**config.mk**
```make
export PLATFORM = sky130hd
export DESIGN_NAME = sprite_motion_ctrl_flat
export DESIGN_NICKNAME = d
export VERILOG_FILES = /design/src/rtl/sprite_motion_ctrl_pkg.sv /design/src/rtl/sprite_motion_ctrl_if.sv /design/src/rtl/sprite_motion_ctrl_channel.sv /design/src/rtl/sprite_motion_ctrl.sv /design/src/flat_wrapper.sv
export SDC_FILE = /design/constraint.sdc
export NUM_CORES = 1
export LEC_CHECK = 0
export BUFFER_PORTS_ARGS = -buffer_cell sky130_fd_sc_hd__buf_2
export CAP_MARGIN = 0
export CORE_UTILIZATION = 36
export CTS_BUF_LIST = sky130_fd_sc_hd__clkbuf_8
export CTS_CLUSTER_SIZE = 40
export DETAILED_ROUTE_END_ITERATION = 16
export PLACE_DENSITY = 0.6
export SYNTH_ARGS = -nofsm -noshare
export SYNTH_HDL_FRONTEND = slang
export SYNTH_SLANG_ARGS = --single-unit
```
**constraint.sdc**
```tcl
create_clock -name clk_pix -period 7.31 [get_ports clk_pix]
set_clock_uncertainty 0.2 [all_clocks]
set_input_delay 0 -clock clk_pix [delete_from_list [all_inputs] [get_ports clk_pix]]
set_output_delay 0 -clock clk_pix [all_outputs]
set_load 0.05 [all_outputs]
```
**src/rtl/sprite_motion_ctrl_pkg.sv**
```systemverilog
// rtl/sprite_motion_ctrl_pkg.sv - shared screen constants, coordinate types and edge-folding helpers (wrap helper built only with SPRITE_MOTION_WRAP_EN)
package sprite_pkg;

   localparam int H_RES        = 640;
   localparam int V_RES        = 480;
   localparam int SCREEN_CORDW = 16;
   localparam int STEP_W       = 5;

   typedef logic [SCREEN_CORDW-1:0]      coord_t;
   typedef logic signed [STEP_W-1:0]     step_t;
   typedef logic signed [SCREEN_CORDW:0] wide_t;

   typedef struct packed {
      coord_t pos;
      logic   hit;
   } axis_res_t;

   // Saturate a signed candidate position into 0..max_pos, flagging any correction.
   function automatic axis_res_t clamp_axis(input wide_t sum, input coord_t max_pos);
      axis_res_t r;
      wide_t     lim;
      lim   = wide_t'({1'b0, max_pos});
      r.pos = sum[SCREEN_CORDW-1:0];
      r.hit = 1'b0;
      if (sum < 0) begin
         r.pos = '0;
         r.hit = 1'b1;
      end else if (sum > lim) begin
         r.pos = max_pos;
         r.hit = 1'b1;
      end
      return r;
   endfunction

`ifdef SPRITE_MOTION_WRAP_EN
   // Fold a signed candidate position back onto the 0..max_pos ring; one fold
   // suffices because a step is always far smaller than the playfield.
   function automatic axis_res_t wrap_axis(input wide_t sum, input coord_t max_pos);
      axis_res_t r;
      wide_t     span;
      span  = wide_t'({1'b0, max_pos}) + wide_t'(1);
      r.pos = sum[SCREEN_CORDW-1:0];
      r.hit = 1'b0;
      if (sum < 0) begin
         r.pos = coord_t'(sum + span);
         r.hit = 1'b1;
      end else if (sum >= span) begin
         r.pos = coord_t'(sum - span);
         r.hit = 1'b1;
      end
      return r;
   endfunction
`endif

endpackage

```
**src/rtl/sprite_motion_ctrl_if.sv**
```systemverilog
// rtl/sprite_motion_ctrl_if.sv - per-object move command and position bus
interface sprite_motion_ctrl_if #(
   parameter int N_OBJ  = 4,
   parameter int STEP_W = 5
);
   import sprite_pkg::*;

   logic [N_OBJ-1:0]              move_valid;
   logic [N_OBJ-1:0]              move_ready;
   logic [N_OBJ-1:0][STEP_W-1:0]  move_dx;
   logic [N_OBJ-1:0][STEP_W-1:0]  move_dy;
   logic [N_OBJ-1:0]              wrap_mode;
   coord_t [N_OBJ-1:0]            obj_x;
   coord_t [N_OBJ-1:0]            obj_y;
   logic [N_OBJ-1:0]              edge_hit;

   modport master (
      output move_valid, move_dx, move_dy, wrap_mode,
      input  move_ready, obj_x, obj_y, edge_hit
   );

   modport slave (
      input  move_valid, move_dx, move_dy, wrap_mode,
      output move_ready, obj_x, obj_y, edge_hit
   );

endinterface

```
**src/rtl/sprite_motion_ctrl_channel.sv**
```systemverilog
// rtl/sprite_motion_ctrl_channel.sv - one object: pending slot, position adder, clamp/wrap (wrap only with SPRITE_MOTION_WRAP_EN)
module motion_channel
   import sprite_pkg::*;
#(
   parameter int     STEP_W = 5,
   parameter coord_t INIT_X = '0,
   parameter coord_t INIT_Y = '0,
   parameter coord_t X_MAX  = '0,
   parameter coord_t Y_MAX  = '0
) (
   input  logic                     clk_pix,
   input  logic                     rst_n,
   input  logic                     frame_i,
   input  logic                     move_valid_i,
   input  logic signed [STEP_W-1:0] move_dx_i,
   input  logic signed [STEP_W-1:0] move_dy_i,
   input  logic                     wrap_mode_i,
   output logic                     move_ready_o,
   output coord_t                   obj_x_o,
   output coord_t                   obj_y_o,
   output logic                     edge_hit_o
);

   logic                     pend_valid_q, pend_valid_d;
   logic signed [STEP_W-1:0] pend_dx_q, pend_dx_d;
   logic signed [STEP_W-1:0] pend_dy_q, pend_dy_d;
   logic                     ready_q, ready_d;
   coord_t                   x_q, x_d;
   coord_t                   y_q, y_d;
   logic                     edge_q, edge_d;

   logic      accept;
   wide_t     sum_x, sum_y;
   axis_res_t res_x, res_y;

   // The slot reopens during the frame cycle itself, so a command may land
   // in the same cycle the previous one is being committed.
   assign move_ready_o = ready_q | frame_i;
   assign accept       = move_valid_i & move_ready_o;

   assign sum_x = wide_t'({1'b0, x_q}) + wide_t'(pend_dx_q);
   assign sum_y = wide_t'({1'b0, y_q}) + wide_t'(pend_dy_q);

`ifdef SPRITE_MOTION_WRAP_EN
   // Edge handling per object, selected by wrap_mode as seen in the frame cycle.
   always_comb begin
      res_x = clamp_axis(sum_x, X_MAX);
      res_y = clamp_axis(sum_y, Y_MAX);
      if (wrap_mode_i) begin
         res_x = wrap_axis(sum_x, X_MAX);
         res_y = wrap_axis(sum_y, Y_MAX);
      end
   end
`else
   logic unused_wrap;
   assign unused_wrap = wrap_mode_i;

   // Edge handling: every object clamps.
   always_comb begin
      res_x = clamp_axis(sum_x, X_MAX);
      res_y = clamp_axis(sum_y, Y_MAX);
   end
`endif

   // Next state: commit the pending step on frame, then refill or free the slot.
   always_comb begin
      pend_valid_d = pend_valid_q;
      pend_dx_d    = pend_dx_q;
      pend_dy_d    = pend_dy_q;
      ready_d      = ready_q;
      x_d          = x_q;
      y_d          = y_q;
      edge_d       = 1'b0;
      if (frame_i && pend_valid_q) begin
         x_d    = res_x.pos;
         y_d    = res_y.pos;
         edge_d = res_x.hit | res_y.hit;
      end
      if (accept) begin
         pend_valid_d = 1'b1;
         pend_dx_d    = move_dx_i;
         pend_dy_d    = move_dy_i;
         ready_d      = 1'b0;
      end else if (frame_i) begin
         pend_valid_d = 1'b0;
         ready_d      = 1'b1;
      end
   end

   // State registers; reset drops any pending command and restores the home position.
   always_ff @(posedge clk_pix or negedge rst_n) begin
      if (!rst_n) begin
         pend_valid_q <= 1'b0;
         pend_dx_q    <= '0;
         pend_dy_q    <= '0;
         ready_q      <= 1'b1;
         x_q          <= INIT_X;
         y_q          <= INIT_Y;
         edge_q       <= 1'b0;
      end else begin
         pend_valid_q <= pend_valid_d;
         pend_dx_q    <= pend_dx_d;
         pend_dy_q    <= pend_dy_d;
         ready_q      <= ready_d;
         x_q          <= x_d;
         y_q          <= y_d;
         edge_q       <= edge_d;
      end
   end

   assign obj_x_o    = x_q;
   assign obj_y_o    = y_q;
   assign edge_hit_o = edge_q;

endmodule

```
**src/rtl/sprite_motion_ctrl.sv**
```systemverilog
// rtl/sprite_motion_ctrl.sv - frame-synchronous motion controller for N_OBJ sprites (wrap option: SPRITE_MOTION_WRAP_EN)
module sprite_motion_ctrl
   import sprite_pkg::*;
#(
   parameter int N_OBJ  = 4,
   parameter int OBJ_W  = 68,
   parameter int OBJ_H  = 72,
   parameter int STEP_W = 5,
   parameter int INIT_Y = 300
) (
   input  logic                 clk_pix,
   input  logic                 rst_n,
   input  logic                 frame,
   output logic                 commit,
   sprite_motion_ctrl_if.slave  bus
);

   localparam int X_MAX = H_RES - OBJ_W;
   localparam int Y_MAX = V_RES - OBJ_H;

   // Home x spreads objects evenly across the screen, never past the right edge.
   function automatic coord_t home_x(input int idx);
      int v;
      v = idx * (H_RES / N_OBJ);
      if (v > X_MAX) v = X_MAX;
      return coord_t'(v);
   endfunction

   logic commit_q;

   for (genvar g = 0; g < N_OBJ; g++) begin : g_ch
      motion_channel #(
         .STEP_W (STEP_W),
         .INIT_X (home_x(g)),
         .INIT_Y (coord_t'(INIT_Y)),
         .X_MAX  (coord_t'(X_MAX)),
         .Y_MAX  (coord_t'(Y_MAX))
      ) u_ch (
         .clk_pix      (clk_pix),
         .rst_n        (rst_n),
         .frame_i      (frame),
         .move_valid_i (bus.move_valid[g]),
         .move_dx_i    (bus.move_dx[g]),
         .move_dy_i    (bus.move_dy[g]),
         .wrap_mode_i  (bus.wrap_mode[g]),
         .move_ready_o (bus.move_ready[g]),
         .obj_x_o      (bus.obj_x[g]),
         .obj_y_o      (bus.obj_y[g]),
         .edge_hit_o   (bus.edge_hit[g])
      );
   end

   // Commit strobe marks the cycle in which new positions first appear.
   always_ff @(posedge clk_pix or negedge rst_n) begin
      if (!rst_n) commit_q <= 1'b0;
      else        commit_q <= frame;
   end

   assign commit = commit_q;

endmodule

```
**src/flat_wrapper.sv**
```systemverilog
// flat-port wrapper written by rule: the top's interface ports become plain ports
module sprite_motion_ctrl_flat import sprite_pkg::*;
#(
   parameter int N_OBJ  = 4,
   parameter int OBJ_W  = 68,
   parameter int OBJ_H  = 72,
   parameter int STEP_W = 5,
   parameter int INIT_Y = 300
)
  (clk_pix, rst_n, frame, commit, bus_move_valid, bus_move_dx, bus_move_dy, bus_wrap_mode, bus_move_ready, bus_obj_x, bus_obj_y, bus_edge_hit);
  sprite_motion_ctrl_if #(.N_OBJ(N_OBJ), .STEP_W(STEP_W)) bus_i ();
  input  logic clk_pix;
  input  logic rst_n;
  input  logic frame;
  output logic commit;
  input wire logic [$bits(bus_i.move_valid)-1:0] bus_move_valid;
  input wire logic [$bits(bus_i.move_dx)-1:0] bus_move_dx;
  input wire logic [$bits(bus_i.move_dy)-1:0] bus_move_dy;
  input wire logic [$bits(bus_i.wrap_mode)-1:0] bus_wrap_mode;
  output wire logic [$bits(bus_i.move_ready)-1:0] bus_move_ready;
  output wire logic [$bits(bus_i.obj_x)-1:0] bus_obj_x;
  output wire logic [$bits(bus_i.obj_y)-1:0] bus_obj_y;
  output wire logic [$bits(bus_i.edge_hit)-1:0] bus_edge_hit;
  assign bus_i.move_valid = bus_move_valid;
  assign bus_i.move_dx = bus_move_dx;
  assign bus_i.move_dy = bus_move_dy;
  assign bus_i.wrap_mode = bus_wrap_mode;
  assign bus_move_ready = bus_i.move_ready;
  assign bus_obj_x = bus_i.obj_x;
  assign bus_obj_y = bus_i.obj_y;
  assign bus_edge_hit = bus_i.edge_hit;
  sprite_motion_ctrl #(.N_OBJ(N_OBJ), .OBJ_W(OBJ_W), .OBJ_H(OBJ_H), .STEP_W(STEP_W), .INIT_Y(INIT_Y)) u_core (.clk_pix(clk_pix), .rst_n(rst_n), .frame(frame), .commit(commit), .bus(bus_i));
endmodule
```
## Word-level counts from Yosys, hierarchy flattened

Index checks and enable logic that the tools add are counted.

| operators by class | value |
|---|---|
| reduce and logical (&&, ||, !) cells | 8 |
| $add $sub $neg | 8 |
| multiplexer cells | 30 |
| bitwise gates (word level) | 12 |
| $lt $le $gt $ge | 16 |

Operators by type and width:

| operator | number |
|---|---|
| 17-bit two-way mux | 16 |
| 17-bit by 5-bit adder with 17-bit output | 8 |
| 17-bit by 1-bit less-than comparator with 1-bit output (second input constant) | 8 |
| 17-bit by 10-bit greater-than comparator with 1-bit output (second input constant) | 4 |
| 17-bit by 11-bit greater-than comparator with 1-bit output (second input constant) | 4 |
| 1-bit two-way mux | 14 |
| 1-bit bitwise OR | 8 |
| 2-bit nonzero test | 4 |
| 1-bit bitwise AND | 4 |
| 1-bit logical AND | 4 |

| storage, ports and cells | value |
|---|---|
| output and inout port bits | 137 |
| input bits | 51 |
| logic and storage cells | 103 |
| register bits | 181 |

## Depth between registers and ports, before layout

Gate-level depths: netlist (run 1).

| depth | value |
|---|---|
| depth after elaboration | 6 |
| depth in mapped cells | 12 |
| gate-level depth less buffers | 11 |

## Modules after synthesis

A second synthesis (run 1) with hierarchy kept.

| unflattened totals | value |
|---|---|
| cells, all modules | 1574 |
| area, all modules | 14457.6 um^2 |

By module, submodules not included:

| module | instances | cells each | sequential area each (um^2) | area an instance (um^2) |
|---|---|---|---|---|
| motion_channel at u_core.g_ch[1].u_ch ... | 2 | 400 | 1134.8 | 3649.8 |
| motion_channel at u_core.g_ch[0].u_ch | 1 | 393 | 1132.3 | 3587.2 |
| motion_channel at u_core.g_ch[3].u_ch | 1 | 380 | 1137.3 | 3545.9 |
| sprite_motion_ctrl | 1 | 1 | 25.0 | 25.0 |

## Worst setup path after synthesis (run 1)

Ideal clock, no wire load.

| timing path | value |
|---|---|
| kind | reg-to-reg |
| start point | register u_core.g_ch[2].u_ch.y_q[0] |
| end point | register u_core.g_ch[2].u_ch.edge_q |
| path buffers | 1 |
| required time | 6.986 ns |
| clock period less this slack | 3.540 ns |
| slack | 3.770 ns |
| cell stages (with the launch flop) | 13 |
| library setup time | 0.124 ns |
| arrival | 3.216 ns |
| cell sequence | dfrtp_1 > ha_1 > inv_1 > fa_1 > nor2b_1 > o2111ai_1 > and4_1 > o21ai_1 > xnor2_1 > nand3_1 > or4_1 > clkbuf_1 > o31a_1 |

| between the ends | value |
|---|---|
| longest elaborated chain between the ends | 6 |
| elaborated cells between the ends (all ways) | 7 |
| classes of those cells | 1 x add/sub; 2 x order compare; 3 x mux; 1 x bitwise |

RTL lines:

| what | RTL line | source |
|---|---|---|
| from (decl) | sprite_motion_ctrl_channel.sv:29 | `coord_t y_q, y_d;` |
| from (signal assigned) | sprite_motion_ctrl_channel.sv:106 | `y_q <= y_d;` |
| 17-bit by 5-bit adder with 17-bit output * | sprite_motion_ctrl_channel.sv:42 | `assign sum_y = wide_t'({1'b0, y_q}) + wide_t'(pend_dy_q);` |
| 17-bit by 10-bit greater-than comparator with 1-bit output | sprite_motion_ctrl_pkg.sv:28 | `end else if (sum > lim) begin` |
| 17-bit two-way mux | sprite_motion_ctrl_pkg.sv:28 |  |
| 17-bit two-way mux * | sprite_motion_ctrl_pkg.sv:25 | `if (sum < 0) begin` |
| 1-bit bitwise OR * | sprite_motion_ctrl_channel.sv:77 | `edge_d = res_x.hit \| res_y.hit;` |
| 1-bit two-way mux * | sprite_motion_ctrl_channel.sv:74 | `if (frame_i && pend_valid_q) begin` |
| named net u_core.g_ch[2].u_ch.edge_d | sprite_motion_ctrl_channel.sv:30 | `logic edge_q, edge_d;` |
| to (signal assigned) | sprite_motion_ctrl_channel.sv:107 | `edge_q <= edge_d;` |
| to (decl) | sprite_motion_ctrl_channel.sv:30 |  |

Mark *: on every way through the listed nets, which the timed path passes. The rest lies on a longest branch.
A chain may end at the register's enable or synchronous reset.

## Final worst setup path (run 1)

| timing path | value |
|---|---|
| start point | register u_core.g_ch[1].u_ch.pend_dy_q[4] |
| end point | register u_core.g_ch[1].u_ch.y_q[2] |

| between the ends | value |
|---|---|
| longest elaborated chain between the ends | 4 |
| elaborated cells between the ends (all ways) | 5 |
| classes of those cells | 1 x add/sub; 2 x order compare; 2 x mux |

RTL lines:

| what | RTL line | source |
|---|---|---|
| from (decl) | sprite_motion_ctrl_channel.sv:26 | `logic signed [STEP_W-1:0] pend_dy_q, pend_dy_d;` |
| from (signal assigned) | sprite_motion_ctrl_channel.sv:103 | `pend_dy_q <= pend_dy_d;` |
| 17-bit by 5-bit adder with 17-bit output * | sprite_motion_ctrl_channel.sv:42 |  |
| 17-bit by 10-bit greater-than comparator with 1-bit output | sprite_motion_ctrl_pkg.sv:28 |  |
| 17-bit two-way mux | sprite_motion_ctrl_pkg.sv:28 |  |
| 17-bit two-way mux * | sprite_motion_ctrl_pkg.sv:25 |  |
| to (signal assigned) | sprite_motion_ctrl_channel.sv:106 |  |
| to (decl) | sprite_motion_ctrl_channel.sv:29 |  |

Mark *: on every way between the ends. The rest lies on a longest branch, timed or not.

==> results by group, run 1 <==
Global routing
  – Largest net degree at the start of global routing: 68
  – Overall overflow remaining after global route: 0
  – Number of antenna violations at the first check in global routing: 0
  – Wire length of the first global-routing pass: 61.20 mm
  – Via count of the first global-routing pass: 12.32k
  – Total global routing track utilization: 19.02%

Route
  – DR DRC count: 0
  – Total number of vias: 12.69k
  – 1st-iter DRT viols: 582
  – Detailed-routing iteration count for the pre-antenna-repair pass: 5
  – Vias per inst: 5.481
  – Final wirelength: 37.25 mm
  – Per-cell routed wire length: 16.09 um
  – Detail Route Antenna Nets: 0

Floorplan
  – Top Ports: 188
  – Effective utilization at floorplan: 36.53%
  – Area inside the core boundary: 38650 um^2
  – Horizontal extent of the die: 200.0 um
  – # rows: 72
  – Total die area: 40010 um^2
  – Die height: 200.0 um

Place
  – GPL Wtd Cong: 0.8548
  – Number of port buffers: 183
  – Total half-perimeter wirelength after legalization and detailed placement: 27.43 mm

Synth
  – Most instantiated flip-flop cell in the synthesis netlist: dfrtp_1
  – Yosys warning total: 0
  – Count of flip-flops with a built-in enable after synthesis: 0
  – Syn Inst Count: 1553
  – Post-Synthesis Net Count: 1740
  – Total standard cell area after synthesis: 14120 um^2
  – Average size of a mapped cell: 9.090 um^2
  – #FFs+latches synth: 181
  – Async set or reset register ratio after synthesis: 100.0%
  – Unique cell type count in the Yosys netlist: 91
  – Portion of the post-synthesis area used by sequential elements: 32.33%

Setup path
  – CP max-delay cell: dfrtp_1
  – Worst setup path class: flip-flop to flip-flop
  – Buffers and inverters on the worst path: 0
  – Arrival time at the worst endpoint: 4.22 ns
  – List of cells traversed by the critical path: ha_1, o21ai_0, a21oi_1, o21ai_0, o311ai_0, o211ai_1, nor4_2, nand3b_1, o31ai_1
  – Crit path top cell by count: o21ai_0
  – Highest net fanout along the worst path: 16
  – Capturing element type of the critical path: flip-flop
  – Sort of element at the start of the critical path: flip-flop
  – Maximum single-stage delay on the critical path: 0.63 ns
  – Gate family responsible for the most delay along the worst path: compound AO/OA/AOI/OAI gates
  – Req. time, crit path: 7.54 ns

Timing
  – Count of endpoints failing setup in the final report: 0
  – Shortest period the worst path allows: 3.988 ns
  – Pin slew with the least headroom to its limit: 0.8748 ns
  – Max Transition Viols Final: 0
  – Post-route fraction of the period consumed by the critical path: 54.55%
  – RSZ-0062 raised after global routing: false
  – Aggregate negative setup slack: 0 ns
  – Number of hold-slack violations in the final timing report: 0
  – Max Fclk: 0.2508 GHz
  – Worst relative slew slack: 41.14%

Power
  – Net switching fraction of the power: 41.96%
  – Overall power consumption: 0.003594 W
  – Pwr dens: 215.6 nW/um^2
  – Portion of total power attributed to sequential cells: 33.5%
  – P_sw: 0.001508 W
  – Worst VDD drop: 138.6 uV
  – Design internal power: 0.002086 W
  – Portion of total power attributed to combinational logic: 44.9%
  – Clock share of power: 21.6%
  – Leakage power figure: 7.764 nW

Clock network
  – CTS Sinks: 181
  – Maximum root-to-sink buffer count: 2
  – Skew-Pair Late Insertion Delay: 0.53 ns
  – Clock tree from TritonCTS: built
  – # resized after CTS: 0
  – Total setup buffers inserted after CTS: 0
  – Post-CTS clock slew at the launch and capture registers of the worst setup and hold paths: 0.10 ns
  – Total CTS buffers: 17
  – Clock H-tree levels: 4
  – Buffer cell driving the clock tree root: clkbuf_8

Finish
  – Multi-input gate area in the final layout: 9061 um^2
  – Fraction of layout cells with a size suffix above 1: 18.58%
  – Area delta synth->final: 18.06%
  – Filler instances: 3798
  – Commonest non-fill, non-tap cell in the layout: buf_2
  – Sequential standard cell area: 4564 um^2
  – Nets: 1972
  – Diode insertion count for antenna repair: 0
  – Commonest non-fill, non-tap cells in the layout: buf_2, dfrtp_1, ha_1, nand2_1, nor2_1

Min path
  – Classification of the worst-slack hold path: primary input to flip-flop

Outcome
  – Status: complete, no violations

Flow run
  – Number of maximum-capacitance constraint violations: 0
## area by class of cell
type | count | share of cell area [%]
inverters | 78 | 1.757
repair buffers | 257 | 10.01
well taps | 518 | 3.889
clock inverters | 13 | 1.021
clock buffers | 19 | 1.569
multi-input cells | 1250 | 54.37
flip-flops and latches | 181 | 27.39
## path summary, 6_finish.rpt
path / slack (ns) / cells past startpoint / endpoint / from
hold reg to reg: 0.29 / 2 / u_core.g_ch[2].u_ch.obj_y_o[5] / u_core.g_ch[2].u_ch.obj_y_o[5]
setup / recovery: 3.32 / 9 / u_core.g_ch[1].u_ch.obj_y_o[2] / u_core.g_ch[1].u_ch.pend_dy_q[4]
hold / removal: 0.05 / 3 / u_core.g_ch[1].u_ch.pend_dx_q[2] / bus_move_dx[7]
max in group asynchronous: 5.68 / 4 / u_core.g_ch[2].u_ch.pend_dx_q[0] / rst_n
min in group asynchronous: 0.44 / 3 / u_core.g_ch[2].u_ch.obj_x_o[6] / rst_n
setup reg to reg: 3.32 / 9 / u_core.g_ch[1].u_ch.obj_y_o[2] / u_core.g_ch[1].u_ch.pend_dy_q[4]
## synthesized netlist by cell type, types with 10 or more instances
master	n	share of area, %
dfrtp_1	153	27
ha_1	128	11
nand2_1	110	2.9
nor2_1	104	2.8
o21ai_0	92	3.3
inv_1	78	2.1
a21oi_1	77	2.7
and2_1	61	2.7
mux2_2	43	3.4
nor3_1	41	1.5
a211oi_1	35	1.9
a21o_1	35	1.9
o21a_1	35	1.9
nor2b_1	33	1.5
clkbuf_1	32	0.85
xnor2_1	32	2.0
nand3_1	31	1.1
xor2_1	29	1.8
dfstp_2	28	5.2
a22o_1	25	1.6
o31ai_1	24	1.3
nand4_1	17	0.75
and3_1	16	0.71
nand2b_1	15	0.66
o211ai_1	15	0.80
a21boi_0	12	0.64
nor4_1	12	0.53
nand3b_1	11	0.59
or2_2	11	0.49
mux2i_1	10	0.71
or3_1	10	0.44
## per-layer routing
layer  global-route usage [%]  routed length [um]
met5                        0                   0
met2                    32.38               17960
met1                    23.68               16950
met4                    6.701                 725
met3                    4.032                1617
## power groups by stage
stage               sequential (W)  clock, W  combinational, W
global route               0.00122  0.000840           0.00178
global placement           0.00122         0           0.00155
floorplan                  0.00137         0           0.00108
detailed placement         0.00122         0           0.00157
CTS                        0.00120  0.000810           0.00161
finish                     0.00120  0.000777           0.00161
## worst reg2reg max path: stages, from the launching register on
cell and delay, ns:
dfrtp_1 0.63, ha_1 0.56, o21ai_0 0.12, a21oi_1 0.23, o21ai_0 0.20, o311ai_0 0.60, o211ai_1 0.21, nor4_2 0.41
nand3b_1 0.41, o31ai_1 0.32
## registers in the layout, summed over array words and instances (netlist names)
register / count
u_core.g_ch.u_ch.pend_dy_q: 20
u_core.g_ch.u_ch.pend_valid_q: 4
u_core.g_ch.u_ch.pend_dx_q: 20
u_core.commit: 1
u_core.g_ch.u_ch.ready_q: 4
u_core.g_ch.u_ch.edge_hit_o: 4
u_core.g_ch.u_ch.obj_x_o: 64
u_core.g_ch.u_ch.obj_y_o: 64
## cells by family after synthesis
family                   count (synthesis)  synth area share, %
AND/OR/NAND/NOR                        505                18.76
AO/OA/AOI/OAI                          495                25.03
flip-flops                             181                32.33
adder cells (fa/ha/maj)                136                12.48
buffers and inverters                  122                3.475
XOR/XNOR                                61                3.785
multiplexers                            53                4.139
## timing repair
item,in CTS,in global routing
hold endpoints to repair,129,0
setup endpoints to repair,0,0
hold buffers,68,0
## metrics by stage
step	std cells	util, %	hold WS (ns)	cell area, um^2	setup slack, ns
2_1_floorplan	1553	-	-0.4956	14120	3.770
3_5_place_dp	2216	40.20	-0.09375	15540	3.350
5_1_grt	2316	43.12	0.02784	16670	2.938
6_report	2316	43.12	0.04809	16670	3.322
3_3_place_gp	2216	40.20	-0.1006	15540	3.410
4_1_cts	2316	43.12	0.0002984	16670	3.325
Power figures use the tool's default switching activity.
==> inputs of run 2 (changes only) <==
--- a/config.mk
+++ b/config.mk
@@ -5,6 +5,7 @@
 export SDC_FILE = /design/constraint.sdc
 export NUM_CORES = 1
 export LEC_CHECK = 0
+export ABC_AREA = 1
 export BUFFER_PORTS_ARGS = -buffer_cell sky130_fd_sc_hd__buf_2
 export CAP_MARGIN = 0
 export CORE_UTILIZATION = 36
==> constraint.sdc (replaced) <==
create_clock -name clk_pix -period 3.9 [get_ports clk_pix]
set_clock_uncertainty 0.2 [all_clocks]
set_input_delay 0 -clock clk_pix [delete_from_list [all_inputs] [get_ports clk_pix]]
set_output_delay 0 -clock clk_pix [all_outputs]
set_load 0.05 [all_outputs]
==> run 2 against run 1 <==
Compared with the run above:
- sequential share of layout area decreased by 2.2 points
- combinational power up 120%
- sequential power rose by 90%
- non-clock buffer count grew 26
- final cell count grew 35%
- utilization grew 0.80 points
- clock-buffer cell count did not move
- power grew 100%
- highest routed layer is now met5
==> results by group, run 2 <==
Outcome
  – Status: complete, no violations

Place
  – Number of port buffers: 183 (unchanged)
  – Total half-perimeter wirelength after legalization and detailed placement: 32.86 mm (+20%)
  – Pre-CTS setup slack: 1.022 ns (-2.327 ns)
  – GPL Wtd Cong: 0.8756 (+2.4%)
  – Post-placement cell count: 3003 (+36%)

Timing
  – Count of endpoints failing setup in the final report: 0 (unchanged)
  – Shortest period the worst path allows: 2.941 ns (-1.047 ns)
  – Pin slew with the least headroom to its limit: 0.8822 ns (+0.007391 ns)
  – Number of hold-slack violations in the final timing report: 0 (unchanged)
  – RSZ-0062 raised after global routing: false
  – Worst relative slew slack: 41.04% (-0.097 points)
  – Post-route fraction of the period consumed by the critical path: 75.40% (+21 points)
  – Aggregate negative setup slack: 0 ns (unchanged)
  – Max Fclk: 0.3401 GHz (+36%)
  – Worst-case setup margin in the final layout: 0.9593 ns (-2.363 ns)
  – Max Transition Viols Final: 0 (unchanged)

Finish
  – Nets: 2771 (+41%)
  – Area delta synth->final: 19.14%
  – Cell Count, Final, Fillers Out: 3131 (+35%)
  – Commonest non-fill, non-tap cell in the layout: nand2_1
  – Commonest non-fill, non-tap cells in the layout: nand2_1, inv_1, nor2_1, buf_2, nand3_1
  – Fraction of layout cells with a size suffix above 1: 13.05% (-5.5 points)

Synth
  – Yosys warning total: 0 (unchanged)
  – #FFs+latches synth: 181 (unchanged)
  – Most used standard cell by instance count after synthesis: nand2_1
  – Cell type with the largest total area after synthesis: dfrtp_1
  – Portion of the post-synthesis area used by sequential elements: 29.99% (-2.3 points)
  – Count of flip-flops with a built-in enable after synthesis: 0 (unchanged)
  – Top post-synthesis cells by count: nand2_1, inv_1, nor2_1, nand3_1, dfrtp_1
  – Post-Synthesis Net Count: 2494 (+43%)
  – Cell types with the largest area share after synthesis: dfrtp_1, nand2_1, ha_1, inv_1, nand3_1
  – Most instantiated flip-flop cell in the synthesis netlist: dfrtp_1
  – Unique cell type count in the Yosys netlist: 42 (-54%)
  – Total standard cell area after synthesis: 15220 um^2 (+7.8%)
  – Synth top area share: 25.15% (-2.0 points)
  – Average size of a mapped cell: 6.598 um^2 (-27%)
  – Async set or reset register ratio after synthesis: 100.0% (unchanged)
  – Syn Inst Count: 2307 (+49%)

Clock network
  – Total CTS buffers: 17 (unchanged)
  – Buffer cell driving the clock tree root: clkbuf_8
  – # resized after CTS: 0 (unchanged)
  – Skew-Pair Late Insertion Delay: 0.57 ns (+0.04 ns)
  – Maximum root-to-sink buffer count: 2 (unchanged)
  – CTS Sinks: 181 (unchanged)
  – Clock tree from TritonCTS: built
  – Clock H-tree levels: 4 (unchanged)
  – Post-CTS clock slew at the launch and capture registers of the worst setup and hold paths: 0.11 ns (about the same)

Global routing
  – Number of antenna violations at the first check in global routing: 3 (+3)
  – Total global routing track utilization: 20.24% (+1.2 points)
  – Via count of the first global-routing pass: 14.89k (+21%)
  – Wire length of the first global-routing pass: 71.13 mm (+16%)
  – Largest net degree at the start of global routing: 72 (+5.9%)
  – Overall overflow remaining after global route: 0 (unchanged)

Min path
  – Classification of the worst-slack hold path: primary input to flip-flop

Route
  – Per-cell routed wire length: 13.37 um (-17%)
  – Length of routed wiring on met1: 19.84 mm (+17%)
  – Total met2 wirelength after detailed routing: 19.41 mm (+8.1%)
  – Final wirelength: 41.87 mm (+12%)
  – Vias per inst: 4.793 (-13%)
  – Detail Route Antenna Nets: 0 (unchanged)
  – Top sig layer: met5
  – Routed length on met3: 1.930 mm (+19%)
  – Detailed-routing iteration count for the pre-antenna-repair pass: 4 (-1)
  – DR DRC count: 0 (unchanged)
  – 1st-iter DRT viols: 720 (+24%)
  – Total number of vias: 15.01k (+18%)

Power
  – Pwr dens: 402.9 nW/um^2 (+87%)
  – Overall power consumption: 0.007307 W (+100%)
  – Worst VDD drop: 253.3 uV (+83%)
  – Leakage power figure: 10.48 nW (+35%)

Floorplan
  – Horizontal extent of the die: 207.6 um (+3.8%)
  – # rows: 74 (+2.8%)
  – Die height: 207.6 um (+3.8%)
  – Total die area: 43110 um^2 (+7.8%)
  – Effective utilization at floorplan: 36.86% (+0.34 points)
  – Area inside the core boundary: 41290 um^2 (+6.9%)
  – Top Ports: 188 (unchanged)

Setup path
  – Highest net fanout along the worst path: 14 (-2)
  – Sort of element at the start of the critical path: flip-flop
  – Req. time, crit path: 4.13 ns (-3.41 ns)
  – Arrival time at the worst endpoint: 3.17 ns (-1.05 ns)
  – Capturing element type of the critical path: flip-flop
  – Worst setup path class: flip-flop to flip-flop

Flow run
  – Number of maximum-capacitance constraint violations: 0 (unchanged)
[run 2: path summary, 6_finish.rpt]
kind                                                        from                          endpoint  slack [ns]  cells past startpoint
worst min-delay path                              bus_move_dy[7]  u_core.g_ch[1].u_ch.pend_dy_q[2]        0.06                      3
max in group asynchronous                                  rst_n    u_core.g_ch[2].u_ch.obj_y_o[8]        2.52                      4
min in group asynchronous                                  rst_n    u_core.g_ch[1].u_ch.obj_x_o[7]        0.41                      3
worst max register to register  u_core.g_ch[3].u_ch.pend_dx_q[4]    u_core.g_ch[3].u_ch.edge_hit_o        0.96                     13
worst max-delay path            u_core.g_ch[3].u_ch.pend_dx_q[4]    u_core.g_ch[3].u_ch.edge_hit_o        0.96                     13
worst min register to register    u_core.g_ch[1].u_ch.obj_y_o[3]    u_core.g_ch[1].u_ch.obj_y_o[3]        0.29                      2
[run 2: per-stage QoR]
step                      hold slack, ns  area, um^2  utilization [%]
after detailed placement         -0.1036       16740            40.54
final                            0.06246       18140            43.92
after global routing             0.05438       18140            43.92
after global placement           -0.1135       16740            40.54
after floorplan                  -0.4956       15220                -
after CTS                       0.003459       18130            43.91
[run 2: area by class of cell]
type / count / area [um^2]
Tap cell: 532 / 665.6
Inverter: 354 / 1329
Clock buffer: 19 / 261.5
Antenna cell: 2 / 5.005
Clock inverter: 13 / 168.9
Multi-Input combinational cell: 1747 / 9201
Fill cell: 4298 / 23160
Timing Repair Buffer: 283 / 1941
Sequential cell: 181 / 4564
[run 2: timing repair]
| item | 4_1_cts | 5_1_grt |
|---|---|---|
| endpoints found under the hold margin | 283 | 0 |
| buffers inserted | 0 | 0 |
| hold buffers | 94 | 0 |
[run 2: per-layer routing]
metal	global-route usage (%)	vias to the layer above
li1	-	7860
met3	5.083	45
met1	25.49	6841
met5	0	-
met2	34.31	259
met4	5.441	2
[run 2: kinds of logic (layout without fill, tap and decap cells)]
logic type	after synthesis	after routing	share of synthesized area, %
and+or+nand+nor	1385	1385	38.92
AOI/OAI and AO/OA	176	176	6.444
muxes	28	28	2.071
adders and majority gates	136	136	11.57
other	0	2	0
xor gates and xnor gates	22	22	1.439
buffers and inverters	379	669	9.568
DFF	181	181	29.99
[run 2: report_power, final]
| part | internal [W] | total [W] | switching [W] |
|---|---|---|---|
| Clock | 0.000678 | 0.00146 | 0.000783 |
| Combinational | 0.00115 | 0.00357 | 0.00241 |
| Sequential | 0.00208 | 0.00228 | 0.000201 |
| Total | 0.00391 | 0.00731 | 0.00340 |
[run 2: critical path, cell delays in order, from the launching register on]
cell and delay (ns):
dfrtp_1 0.72, ha_1 0.39, nand2_1 0.17, inv_1 0.07, a21oi_2 0.18, nor2_1 0.08
nor2_1 0.16, nand3_1 0.10, nand2_1 0.08, nand3_1 0.07, nor2_2 0.24, nand3_1 0.15
nor2_1 0.12, nor2_1 0.05
==> inputs of run 3 (changes only) <==
==> constraint.sdc (replaced) <==
create_clock -name clk_pix -period 2.8 [get_ports clk_pix]
set_clock_uncertainty 0.2 [all_clocks]
set_input_delay 0 -clock clk_pix [delete_from_list [all_inputs] [get_ports clk_pix]]
set_output_delay 0 -clock clk_pix [all_outputs]
set_load 0.05 [all_outputs]
==> run 3 against run 2 <==
Compared with the run above:
- non-clock buffer count is 44 higher
- setup slack lost 0.79 ns
- final cell count grew 1.5%
- global-route usage up 0.21 points
- hold slack got worse by 0.0064 ns
- register-to-register slack lost 0.79 ns
- clock power increased by 23%
- critical path depth up 1
- sequential share of layout area decreased by 0.86 points
- sequential power increased by 39%
- critical path type unchanged
==> results by group, run 3 (same netlist as run 2, synthesis figures left out) <==
Min path
  – Cell count of the worst hold path: 3 (unchanged)
  – Hold endpoint: u_core.g_ch[1].u_ch.pend_dy_q[2]
  – Classification of the worst-slack hold path: primary input to flip-flop
  – Hold Startpoint: bus_move_dy[7]

Clock network
  – Skew-Pair Late Insertion Delay: 0.58 ns (about the same)
  – Clock H-tree levels: 4 (unchanged)
  – Maximum root-to-sink buffer count: 2 (unchanged)
  – Buffer cell driving the clock tree root: clkbuf_8
  – CTS Sinks: 181 (unchanged)
  – Total CTS buffers: 17 (unchanged)
  – Clock tree from TritonCTS: built
  – Post-CTS clock slew at the launch and capture registers of the worst setup and hold paths: 0.11 ns (about the same)

Flow run
  – Number of maximum-capacitance constraint violations: 0 (unchanged)

Setup path
  – Arrival time at the worst endpoint: 2.90 ns (-0.27 ns)
  – Capturing element type of the critical path: flip-flop
  – Register-to-register setup slack: 0.16 ns (-0.79 ns)
  – Worst setup path class: flip-flop to flip-flop
  – Critical path launch point: u_core.g_ch[2].u_ch.pend_dx_q[0]
  – Highest net fanout along the worst path: 6 (-8)
  – Sort of element at the start of the critical path: flip-flop
  – Worst R2R Path Depth: 14 (+1)
  – FF-to-FF End: u_core.g_ch[2].u_ch.obj_x_o[9]
  – Req. time, crit path: 3.07 ns (-1.06 ns)
  – Origin of the critical flop-to-flop path: u_core.g_ch[2].u_ch.pend_dx_q[0]

Route
  – Total number of vias: 15.43k (+2.8%)
  – Detail Route Antenna Nets: 0 (unchanged)
  – DR DRC count: 0 (unchanged)
  – Vias per inst: 4.855 (+1.3%)
  – 1st-iter DRT viols: 782 (+8.6%)
  – Per-cell routed wire length: 13.62 um (+1.8%)
  – Final wirelength: 43.26 mm (+3.3%)
  – Detailed-routing iteration count for the pre-antenna-repair pass: 5 (+1)

Finish
  – Nets: 2818 (+1.7%)
  – Cell Count, Final, Fillers Out: 3177 (+1.5%)
  – Commonest non-fill, non-tap cell in the layout: nand2_1
  – Fraction of layout cells with a size suffix above 1: 17.93% (+4.9 points)
  – Area delta synth->final: 23.58%
  – Filler instances: 4251 (-1.1%)
  – Utilization after layout: 45.56% (+1.6 points)
  – Commonest non-fill, non-tap cells in the layout: nand2_1, inv_1, nor2_1, buf_2, nand3_1

Global routing
  – Number of antenna violations at the first check in global routing: 3 (unchanged)
  – Total global routing track utilization: 20.44% (+0.21 points)
  – Largest net degree at the start of global routing: 65 (-9.7%)
  – Overall overflow remaining after global route: 0 (unchanged)
  – Via count of the first global-routing pass: 14.82k (-0.48%)
  – Wire length of the first global-routing pass: 71.89 mm (+1.1%)

Timing
  – Pin slew with the least headroom to its limit: 0.5976 ns (-0.2846 ns)
  – Worst-case setup margin in the final layout: 0.1644 ns (-0.7949 ns)
  – Max Transition Viols Final: 0 (unchanged)
  – Max Fclk: 0.3794 GHz (+12%)
  – Number of hold-slack violations in the final timing report: 0 (unchanged)
  – Count of endpoints failing setup in the final report: 0 (unchanged)
  – Shortest period the worst path allows: 2.636 ns (-0.3051 ns)
  – Post-route fraction of the period consumed by the critical path: 94.13% (+19 points)
  – Worst relative slew slack: 60.06% (+19 points)
  – Aggregate negative setup slack: 0 ns (unchanged)

Floorplan
  – Area inside the core boundary: 41290 um^2 (unchanged)
  – Effective utilization at floorplan: 36.86% (unchanged)
  – Total die area: 43110 um^2 (unchanged)
  – Horizontal extent of the die: 207.6 um (unchanged)
  – Die height: 207.6 um (unchanged)
  – Top Ports: 188 (unchanged)
  – # rows: 74 (unchanged)

Outcome
  – Status: complete, no violations

Place
  – Post-placement cell count: 3024 (+0.70%)
  – Total half-perimeter wirelength after legalization and detailed placement: 33.64 mm (+2.4%)
  – Pre-CTS setup slack: -0.05572 ns (-1.078 ns)
  – GPL Wtd Cong: 0.8898 (+1.6%)
  – Number of port buffers: 183 (unchanged)

Power
  – Pwr dens: 548.3 nW/um^2 (+36%)
  – Worst VDD drop: 453.7 uV (+79%)
  – Leakage power figure: 10.66 nW (+1.7%)
  – Overall power consumption: 0.01031 W (+41%)
[run 3: cell type report]
class | count | area (um^2) | share of cell area [%]
multi-input cells | 1750 | 9573 | 50.89
flip-flops and latches | 181 | 4573 | 24.31
repair buffers | 327 | 2288 | 12.16
inverters | 354 | 1329 | 7.063
well taps | 532 | 665.6 | 3.538
clock buffers | 17 | 234.0 | 1.244
clock inverters | 15 | 146.4 | 0.7782
diodes | 1 | 2.502 | 0.01330
[run 3: what timing repair did]
action / 4_1_cts / 5_1_grt
gates cloned: 0 / 3
hold endpoints to repair: 267 / 0
buffers inserted: 0 / 25
setup endpoints to repair: 8 / 79
pin swaps: 1 / 20
resized for setup: 2 / 97
hold buffers: 92 / 0
[run 3: through the flow]
stage          hold slack, ns  area (um^2)
6_report              0.05605        18810
3_5_place_dp          -0.1777        16900
3_3_place_gp          -0.1814        16900
2_1_floorplan         -0.4956        15220
4_1_cts              0.003036        18230
5_1_grt               0.05354        18810
[run 3: how the worst max path moves through the flow]
stage               cells after the start                              to  slack, ns
floorplan                              16  u_core.g_ch[2].u_ch.edge_hit_o       0.01
global placement                       10  u_core.g_ch[1].u_ch.obj_y_o[5]       0.04
detailed placement                     16  u_core.g_ch[2].u_ch.edge_hit_o      -0.06
CTS                                    15  u_core.g_ch[1].u_ch.obj_y_o[5]       0.02
global route                           14  u_core.g_ch[1].u_ch.obj_x_o[7]      -0.07
finish                                 14  u_core.g_ch[2].u_ch.obj_x_o[9]       0.16
[run 3: power by group]
| part | internal, W | total [W] | switching (W) |
|---|---|---|---|
| Combinational | 0.00180 | 0.00534 | 0.00354 |
| Clock | 0.000650 | 0.00180 | 0.00115 |
| Sequential | 0.00290 | 0.00317 | 0.000271 |
[run 3: worst max-delay path: stages, from the launching register on]
cell and delay, ns:
dfrtp_1 0.38, ha_2 0.19, inv_1 0.05, fa_2 0.34, nand3b_1 0.21, nand2_2 0.14
nand2_2 0.07, nand2_2 0.08, nand3_1 0.13, nand3_1 0.12, nand2_1 0.07, nor2_2 0.27
nand2_1 0.09, o21ai_1 0.12, nand2_1 0.06
[run 3: metal layers]
metal	part of all wire, %	track usage (%)
met1	47	25.91
met2	46	34.15
met3	4.7	4.841
met4	2.2	6.667
met5	0.062	0
